**config.mk**
```make
export PLATFORM = sky130hd
export DESIGN_NAME = hwpe_ctrl_regfile_arbiter
export DESIGN_NICKNAME = d
export VERILOG_FILES = /design/src/rtl/hwpe_ctrl_regfile_arbiter.sv
export SDC_FILE = /design/constraint.sdc
export NUM_CORES = 1
export LEC_CHECK = 0
export ABC_AREA = 1
export ABC_CLOCK_PERIOD_IN_PS = 1700
export CAP_MARGIN = 20
export CORE_AREA = 2 2 100 102
export CTS_BUF_LIST = sky130_fd_sc_hd__clkbuf_16
export DETAILED_ROUTE_END_ITERATION = 10
export DIE_AREA = 0 0 102 104
export PLACE_DENSITY = 0.65
export SYNTH_ARGS = -nofsm -noshare
export SYNTH_HDL_FRONTEND = slang
export SYNTH_SLANG_ARGS = --single-unit
```
**constraint.sdc**
```tcl
create_clock -name clk -period 1.7 [get_ports clk]
set_clock_uncertainty 0.15 [all_clocks]
set_input_delay 0.255 -clock clk [delete_from_list [all_inputs] [get_ports clk]]
set_output_delay 0.255 -clock clk [all_outputs]
set_load 0.03 [all_outputs]
```
**src/rtl/hwpe_ctrl_regfile_arbiter.sv**
```systemverilog
// Round-robin arbiter between the host config port and the engine port of the HWPE
// control regfile, with lock protection of job registers and a one-cycle soft clear.
module hwpe_ctrl_regfile_arbiter #(
  parameter int ADDR_WIDTH = 5,
  parameter int DATA_WIDTH = 32,
  parameter int ID_WIDTH   = 8,
  parameter int LOCK_BASE  = 8,
  parameter int NUM_BYTE   = DATA_WIDTH / 8
) (
  input  logic                  clk,
  input  logic                  rst_n,
  input  logic                  clear_req_i,
  input  logic                  lock_i,
  input  logic                  host_req_i,
  output logic                  host_gnt_o,
  input  logic                  host_wen_i,
  input  logic [ADDR_WIDTH-1:0] host_add_i,
  input  logic [NUM_BYTE-1:0]   host_be_i,
  input  logic [DATA_WIDTH-1:0] host_data_i,
  input  logic [ID_WIDTH-1:0]   host_id_i,
  output logic                  host_r_valid_o,
  output logic [DATA_WIDTH-1:0] host_r_data_o,
  output logic [ID_WIDTH-1:0]   host_r_id_o,
  output logic                  host_r_err_o,
  input  logic                  eng_req_i,
  output logic                  eng_gnt_o,
  input  logic                  eng_we_i,
  input  logic [ADDR_WIDTH-1:0] eng_addr_i,
  input  logic [NUM_BYTE-1:0]   eng_be_i,
  input  logic [DATA_WIDTH-1:0] eng_wdata_i,
  output logic                  eng_r_valid_o,
  output logic [DATA_WIDTH-1:0] eng_r_data_o,
  output logic                  rf_read_en_o,
  output logic [ADDR_WIDTH-1:0] rf_read_addr_o,
  input  logic [DATA_WIDTH-1:0] rf_read_data_i,
  output logic                  rf_write_en_o,
  output logic [ADDR_WIDTH-1:0] rf_write_addr_o,
  output logic [DATA_WIDTH-1:0] rf_write_data_o,
  output logic [NUM_BYTE-1:0]   rf_write_be_o,
  output logic                  rf_clear_o,
  output logic                  busy_o
);

  typedef enum logic {IDLE, CLEAR} state_e;

  state_e state_q, state_d;
  logic   last_host_q, last_host_d;   // 1 = host won the most recent grant
  logic   host_win, eng_win, host_locked;

  logic                host_r_valid_q, host_rd_q, host_r_err_q;
  logic [ID_WIDTH-1:0] host_r_id_q;
  logic                eng_r_valid_q, eng_rd_q;

  assign host_locked = lock_i && !host_wen_i && (host_add_i >= ADDR_WIDTH'(LOCK_BASE));

  // NOTE: every signal written here gets a default first, so no path leaves a latch.
  always_comb begin
    state_d     = state_q;
    last_host_d = last_host_q;
    host_win    = 1'b0;
    eng_win     = 1'b0;
    case (state_q)
      IDLE: begin
        host_win = host_req_i && (!eng_req_i || !last_host_q);
        eng_win  = eng_req_i && !host_win;
        if (host_win)     last_host_d = 1'b1;
        else if (eng_win) last_host_d = 1'b0;
        if (clear_req_i)  state_d = CLEAR;
      end
      CLEAR:   state_d = IDLE;
      default: state_d = IDLE;
    endcase
  end

  always_comb begin
    rf_read_en_o    = 1'b0;
    rf_read_addr_o  = '0;
    rf_write_en_o   = 1'b0;
    rf_write_addr_o = '0;
    rf_write_data_o = '0;
    rf_write_be_o   = '0;
    if (host_win) begin
      if (host_wen_i) begin
        rf_read_en_o   = 1'b1;
        rf_read_addr_o = host_add_i;
      end else begin
        // A locked write is still granted and answered, just never reaches the regfile.
        rf_write_en_o   = !host_locked;
        rf_write_addr_o = host_add_i;
        rf_write_data_o = host_data_i;
        rf_write_be_o   = host_be_i;
      end
    end else if (eng_win) begin
      if (eng_we_i) begin
        rf_write_en_o   = 1'b1;
        rf_write_addr_o = eng_addr_i;
        rf_write_data_o = eng_wdata_i;
        rf_write_be_o   = eng_be_i;
      end else begin
        rf_read_en_o   = 1'b1;
        rf_read_addr_o = eng_addr_i;
      end
    end
  end

  // NOTE: sequential state uses non-blocking assignments so all flops update together.
  always_ff @(posedge clk or negedge rst_n) begin
    if (!rst_n) begin
      state_q        <= IDLE;
      last_host_q    <= 1'b0;
      host_r_valid_q <= 1'b0;
      host_rd_q      <= 1'b0;
      host_r_err_q   <= 1'b0;
      host_r_id_q    <= '0;
      eng_r_valid_q  <= 1'b0;
      eng_rd_q       <= 1'b0;
    end else begin
      state_q        <= state_d;
      last_host_q    <= last_host_d;
      host_r_valid_q <= host_win;
      host_rd_q      <= host_win && host_wen_i;
      host_r_err_q   <= host_win && host_locked;
      host_r_id_q    <= host_win ? host_id_i : '0;
      eng_r_valid_q  <= eng_win;
      eng_rd_q       <= eng_win && !eng_we_i;
    end
  end

  assign host_gnt_o = host_win;
  assign eng_gnt_o  = eng_win;
  assign rf_clear_o = (state_q == CLEAR);
  assign busy_o     = (state_q == CLEAR);

  // Regfile read data is already aligned to the response cycle; only gate it.
  assign host_r_valid_o = host_r_valid_q;
  assign host_r_data_o  = (host_r_valid_q && host_rd_q) ? rf_read_data_i : '0;
  assign host_r_id_o    = host_r_id_q;
  assign host_r_err_o   = host_r_err_q;
  assign eng_r_valid_o  = eng_r_valid_q;
  assign eng_r_data_o   = (eng_r_valid_q && eng_rd_q) ? rf_read_data_i : '0;

endmodule

```
==> out/results.txt, run 1 <==
Clock Tree Buf Depth: 2
Slew HR: 67.3%
ANT cells: 0
Critical path type: reg2out
Worst Path Max Fanout: 10
Cts bufs inserted: 3
Die width: 102 µm
ANT nets after route: 0
Routed len/inst: 14.4 µm
Final hold violation count: 0
Synthesized area: 0.00170 mm²
Sequential-to-total area share from yosys stat: 22.1%
I/O Buffers: 256
Max VDD drop: 0.000470 V
Pin count of the biggest net entering global routing: 44
HPWL after DPL: 7.60 mm
1st-iter DRT viols: 99
Synthesis Warnings: 0
Routed WL: 10.5 mm
Maximum operating frequency: 0.514 GHz
Crit path arrival time: 1540 ps
Element type at the critical path end: output port
Share of cells above drive strength 1: 37.4%
Final Cycle Share: 114%
Initial DRT Pass Iterations: 4
Final worst slack: -244 ps
CTS Hold Bufs: 0
CTS Sinks: 15
CTS Root Cell: clkbuf_16
Req. time, crit path: 1290 ps
Leak Pwr: 0.00265 µW
Final RePlAce weighted congestion: 0.769
Number of global-route vias before repair: 3048
FF+latch count, synth: 15
All-Layer GR Usage: 16.3%
Area Growth Syn to Fin: 197%
Status: finished with violations
GRT overflow: 0
Fin nets: 725
Minimum clock period: 1940 ps
Floorplan row count: 36
DRC Markers: 0
Number of I/O pins: 257
Global-route wire length before repair: 14.1 mm
Placeable core area: 0.00955 mm²
Clock latency at the later pin of the worst-skew pair: 240 ps
Power Dens Cells: 419 mW/mm²
DR vias/cell: 4.33
Die ar.: 0.0106 mm²
RSZ-0062 raised after global routing: yes
Hold Path Class: in2async
Syn nets: 449
Final Power: 2110 µW
Setup violators final: 50
Post-Syn Instances: 319
Failing checks: negative setup slack
CTS tree: yes
Initial Util: 17.8%
Startpoint Class: flop
MaxCap Viol Count: 0
Htree depth: 1
Initial antenna violation count: 0
Min Hold Slack: 100 ps
Reg clk slew, reported paths: 50 ps
Via Count: 3146
Die Y: 104 µm
Slew @ Worst Pin: 486 ps
Synth Area per Inst: 5.33 µm²
Final Slew Violations: 0
Yosys cell types: 15
worst max-delay path: stages, from the launching register on:
cell	delay [ps]
dfrtp_2	420
buf_6	130
nor2_4	90
buf_12	150
buf_6	170
nand4_1	120
nand2_2	90
buf_6	130
logic make-up (layout without fill, tap and decap cells):
group	Yosys count	count (layout)	share of synthesized area (%)
compound gates	3	3	0.883
buf+inv	74	349	19.1
flops	15	15	22.1
simple gates	227	227	58.0
layer usage:
layer / vias to the layer above / global-route usage [%] / part of all wire (%)
li1: 1543 / - / -
met1: 1401 / 15.3 / 34
met4: 0 / 4.48 / 2.4
met5: - / 0 / 0
met2: 182 / 33.1 / 54
met3: 20 / 4.57 / 10
cell type report:
| class | count | area [µm²] |
|---|---|---|
| tap | 133 | 166 |
| fill | 960 | 4500 |
| inverter | 47 | 176 |
| clock inverter | 1 | 5.00 |
| clock buffer | 3 | 75.1 |
| timing repair buffer | 298 | 3060 |
| multi-input combinational | 230 | 1190 |
| sequential | 15 | 377 |
path summary, 6_finish.rpt:
path                                    startpoint                       end  slack [ps]  cells after the start
min                                          rst_n  host_r_id_o[3]$_DFF_PN0_         100                      1
max reg2reg                       busy_o$_DFF_PN0_        eng_rd_q$_DFF_PN0_         300                      7
max                               busy_o$_DFF_PN0_       rf_write_data_o[22]        -240                      7
max in group asynchronous                    rst_n  host_r_id_o[4]$_DFF_PN0_         890                      2
min reg2reg                last_host_q$_DFFE_PN0P_   last_host_q$_DFFE_PN0P_         390                      2
min in group clk                      host_id_i[3]  host_r_id_o[3]$_DFF_PN0_         380                      3
cells in the final DEF (no fill, tap or decap), drive strengths merged:
master,instances
clkdlybuf4s50,135
dfrtp,15
inv,47
dlygate4sd2,7
o21ai,3
buf,151
nand4,46
clkinv,1
nand3,1
nor3,1
nor2,77
clkbuf,8
nand2,102
report_power, final:
| part | leakage [µW] | switching, µW | internal, µW |
|---|---|---|---|
| logic | 0.00241 | 616 | 659 |
| registers | 0.000197 | 12.4 | 381 |
| clock network | 0.0000409 | 132 | 313 |
| total | 0.00265 | 760 | 1350 |
timing repair:
action,in CTS,in global routing
buffers inserted,6,3
gates cloned,3,8
setup endpoints to repair,82,52
pin swaps,3,29
gates resized for setup,62,61
synthesized netlist by cell type, drive strengths merged:
| cell | instances | area share (%) |
|---|---|---|
| clkbuf | 9 | 2.0 |
| o21ai | 3 | 0.88 |
| nand2 | 102 | 23 |
| nor2 | 77 | 18 |
| nand3 | 1 | 0.59 |
| nand4 | 46 | 17 |
| buf | 18 | 6.7 |
| nor3 | 1 | 0.29 |
| inv | 47 | 10 |
| dfrtp | 15 | 22 |
stage by stage:
step | worst slack [ps] | instance area (µm²) | setup TNS (ps) | cells | util (%)
after detailed placement | -266 | 4330 | -11620 | 705 | 45.3
after global placement | -231 | 4330 | -10220 | 705 | 45.3
final | -244 | 5040 | -10210 | 727 | 52.8
after floorplan | 14.3 | 1710 | 0 | 319 | -
after global routing | -290 | 5040 | -13180 | 727 | 52.8
after CTS | -256 | 4730 | -10980 | 718 | 49.5
flip-flops by register name, indices dropped and copies added (netlist names):
| register | flops |
|---|---|
| eng_r_valid_o | 1 |
| host_r_valid_o | 1 |
| host_rd_q | 1 |
| host_r_id_o | 8 |
| busy_o | 1 |
| last_host_q | 1 |
| eng_rd_q | 1 |
| host_r_err_o | 1 |
No activity file was read; power rests on OpenSTA's default activity.
==> inputs of run 2 (changes only) <==
Settings changed: ABC_CLOCK_PERIOD_IN_PS 1700 to 2100, CELL_PAD_IN_SITES_DETAIL_PLACEMENT from default to 1, CELL_PAD_IN_SITES_GLOBAL_PLACEMENT from default to 1, CORE_AREA 2 2 100 102 to default, CORE_ASPECT_RATIO from default to 1.75, CORE_MARGIN from default to 2, CORE_UTILIZATION from default to 12, DIE_AREA 0 0 102 104 to default, PLACE_DENSITY 0.65 to 0.78.
Clock period 1.7 ns to 2.1 ns, I/O delays scaled along.
==> run 2 against run 1 <==
Net effect:
- the flow now finishes without violations
- wire length increased by 11%
- total power down 23%
- die area rose by 43%
- combinational power down 25%
- sequential share of layout area up 0.56 points
- hold slack better by 160 ps
- sequential cell count did not move
- cell area down 7.0%
- via count is 0.25% higher
- sequential power is 19% lower
- core utilization decreased by 19 points
- clock power down 17%
- critical endpoint is now rf_write_addr_o[0]
- largest power group unchanged
- highest routed layer unchanged
==> out/results.txt, run 2 (synthesized netlist as in run 1, its figures left out) <==
Status: completed (was finished with violations)
Sequential share of power: 19.4% (was 18.6%)
I/O Buffers: 256 (unchanged)
Clock latency at the later pin of the worst-skew pair: 250 ps (was 240 ps)
Most frequent cells in the layout: clkdlybuf4s50_1, buf_4, nand2_1, nor2_1 (was clkdlybuf4s50_1, buf_4, nor2_1, nand2_1, buf_6)
Critical path type: reg2out (unchanged)
CTS Root Cell: clkbuf_16 (unchanged)
Final hold violation count: 0 (unchanged)
Final Power: 1640 µW (was 2110 µW)
Setup TNS: 0 ps (was -10210 ps)
Internal power: 1040 µW (was 1350 µW)
CTS tree: yes (unchanged)
Commonest non-fill, non-tap cell in the layout: clkdlybuf4s50_1 (unchanged)
Hold Startpoint: host_wen_i
Floorplan row count: 57 (was 36)
Net Sw Frac: 36.3% (was 36.0%)
1st-iter DRT viols: 58 (was 99)
Largest register FFs: 8 (unchanged)
Worst Path Max Fanout: 15 (was 10)
Fin nets: 715 (was 725)
DR vias/cell: 4.14 (was 4.33)
CTS Sinks: 15 (unchanged)
Maximum operating frequency: 0.492 GHz
Initial Util: 12.3% (was 17.8%)
Worst Setup SP: busy_o$_DFF_PN0_ (unchanged)
Element type at the critical path end: output port (unchanged)
HPWL after DPL: 9.40 mm (was 7.60 mm)
All-Layer GR Usage: 13.7% (was 16.3%)
Global-route wire length before repair: 16.4 mm (was 14.1 mm)
Power Dens Cells: 349 mW/mm² (was 419 mW/mm²)
Setup violators final: 0 (was 50)
# fillers: 1739 (was 960)
Die ar.: 0.0152 mm² (was 0.0106 mm²)
Slew @ Worst Pin: 690 ps (was 486 ps)
Max VDD drop: 0.000248 V (was 0.000470 V)
Initial antenna violation count: 1 (was 0)
Minimum clock period: 2030 ps
Routed len/inst: 15.3 µm (was 14.4 µm)
Share of cells above drive strength 1: 27.6% (was 37.4%)
CTS Hold Bufs: 0 (unchanged)
Via Count: 3154 (was 3146)
Crit path arrival time: 1570 ps (was 1540 ps)
MaxCap Viol Count: 0 (unchanged)
DRC Markers: 0 (unchanged)
Leak Pwr: 0.00250 µW (was 0.00265 µW)
Final Cycle Share: 96.8%
Die width: 94.0 µm (was 102 µm)
Cts bufs inserted: 3 (unchanged)
Final Slew Violations: 0 (unchanged)
Htree depth: 1 (unchanged)
Reg clk slew, reported paths: 50 ps (about the same)
Number of global-route vias before repair: 3276 (was 3048)
Final RePlAce weighted congestion: 0.728 (was 0.769)
Initial DRT Pass Iterations: 4 (unchanged)
Storage element area: 377 µm² (unchanged)
Placeable core area: 0.0138 mm² (was 0.00955 mm²)
Die Y: 161 µm (was 104 µm)
Area of the multi-input gates: 0.00103 mm² (was 0.00119 mm²)
Slew HR: 53.8% (was 67.3%)
Startpoint Class: flop (unchanged)
Number of I/O pins: 257 (unchanged)
Post-layout util: 33.9% (was 52.8%)
Pin count of the biggest net entering global routing: 33 (was 44)
Switch Pwr: 593 µW (was 760 µW)
ANT nets after route: 0 (unchanged)
Combinational Power Share: 58.1% (was 60.3%)
Min Hold Slack: 264 ps (was 100 ps)
Worst r2r src: last_host_q$_DFFE_PN0P_ (was busy_o$_DFF_PN0_)
Area Growth Syn to Fin: 176% (was 197%)
Clock Tree Buf Depth: 2 (unchanged)
Hold Path Class: in2reg (was in2async)
Routed WL: 11.7 mm (was 10.5 mm)
GRT overflow: 0 (unchanged)
Clock Power Share: 22.5% (was 21.1%)
Req. time, crit path: 1630 ps (was 1290 ps)
[run 2: changes by cell type in the layout (fill, tap and decap cells not counted), sizes merged, moves of 2 or more]
cell           previous run  this run
buf                     151       144
clkbuf                    8         5
clkdlybuf4s50           135       138
dlygate4sd2               7         1
dlymetal6s2s              0         2
[run 2: worst paths after layout]
kind / to / slack, ps / cells past startpoint
max in group asynchronous: busy_o$_DFF_PN0_ / 980 / 1
worst min-delay path: host_r_err_o$_DFF_PN0_ / 260 / 2
worst max register to register: eng_r_valid_o$_DFF_PN0_ / 810 / 6
worst min register to register: last_host_q$_DFFE_PN0P_ / 390 / 2
worst max-delay path: rf_write_addr_o[0] / 70 / 8
min in group asynchronous: host_r_id_o[5]$_DFF_PN0_ / 340 / 1
[run 2: final cells by class]
class	instances	area share (%)
clock inverters	1	0.0800
repair buffers	288	59.8
diodes	1	0.0533
multi-input cells	230	21.9
well taps	177	4.72
clock buffers	3	1.60
flip-flops and latches	15	8.02
inverters	47	3.76
[run 2: metrics by stage]
step	instances	instance area [µm²]	worst slack, ps
floorplan	319	1700	23.7
global placement	743	4330	-79.5
detailed placement	743	4330	-83.1
CTS	753	4550	1.64
global route	762	4690	-9.93
finish	762	4690	66.4
[run 2: worst max-delay path: stages, from the launching register on]
cell	delay, ps
dfrtp_2	430
inv_2	80
nand3_4	100
nor2_4	140
buf_12	140
buf_12	140
nand2_1	60
nand2_1	60
buf_4	170
[run 2: power groups by stage]
stage | logic, µW | registers [µW] | clock network, µW
4_1_cts | 921 | 318 | 376
6_report | 950 | 317 | 369
5_1_grt | 1010 | 318 | 385
3_3_place_gp | 857 | 321 | 0
3_5_place_dp | 873 | 322 | 0
2_1_floorplan | 339 | 347 | 0
[run 2: timing repair]
action | CTS | global route
gates cloned | 2 | 3
resized for setup | 13 | 10
buffers inserted | 4 | 5
pin swaps | 8 | 3
setup endpoints to repair | 34 | 45
[run 2: layer usage]
layer	part of all wire [%]	up-vias	GRT usage, %
met2	57	180	28.7
met4	1.6	0	3.43
li1	-	1519	-
met1	31	1441	11.8
met3	10	14	4.15
met5	0	-	0
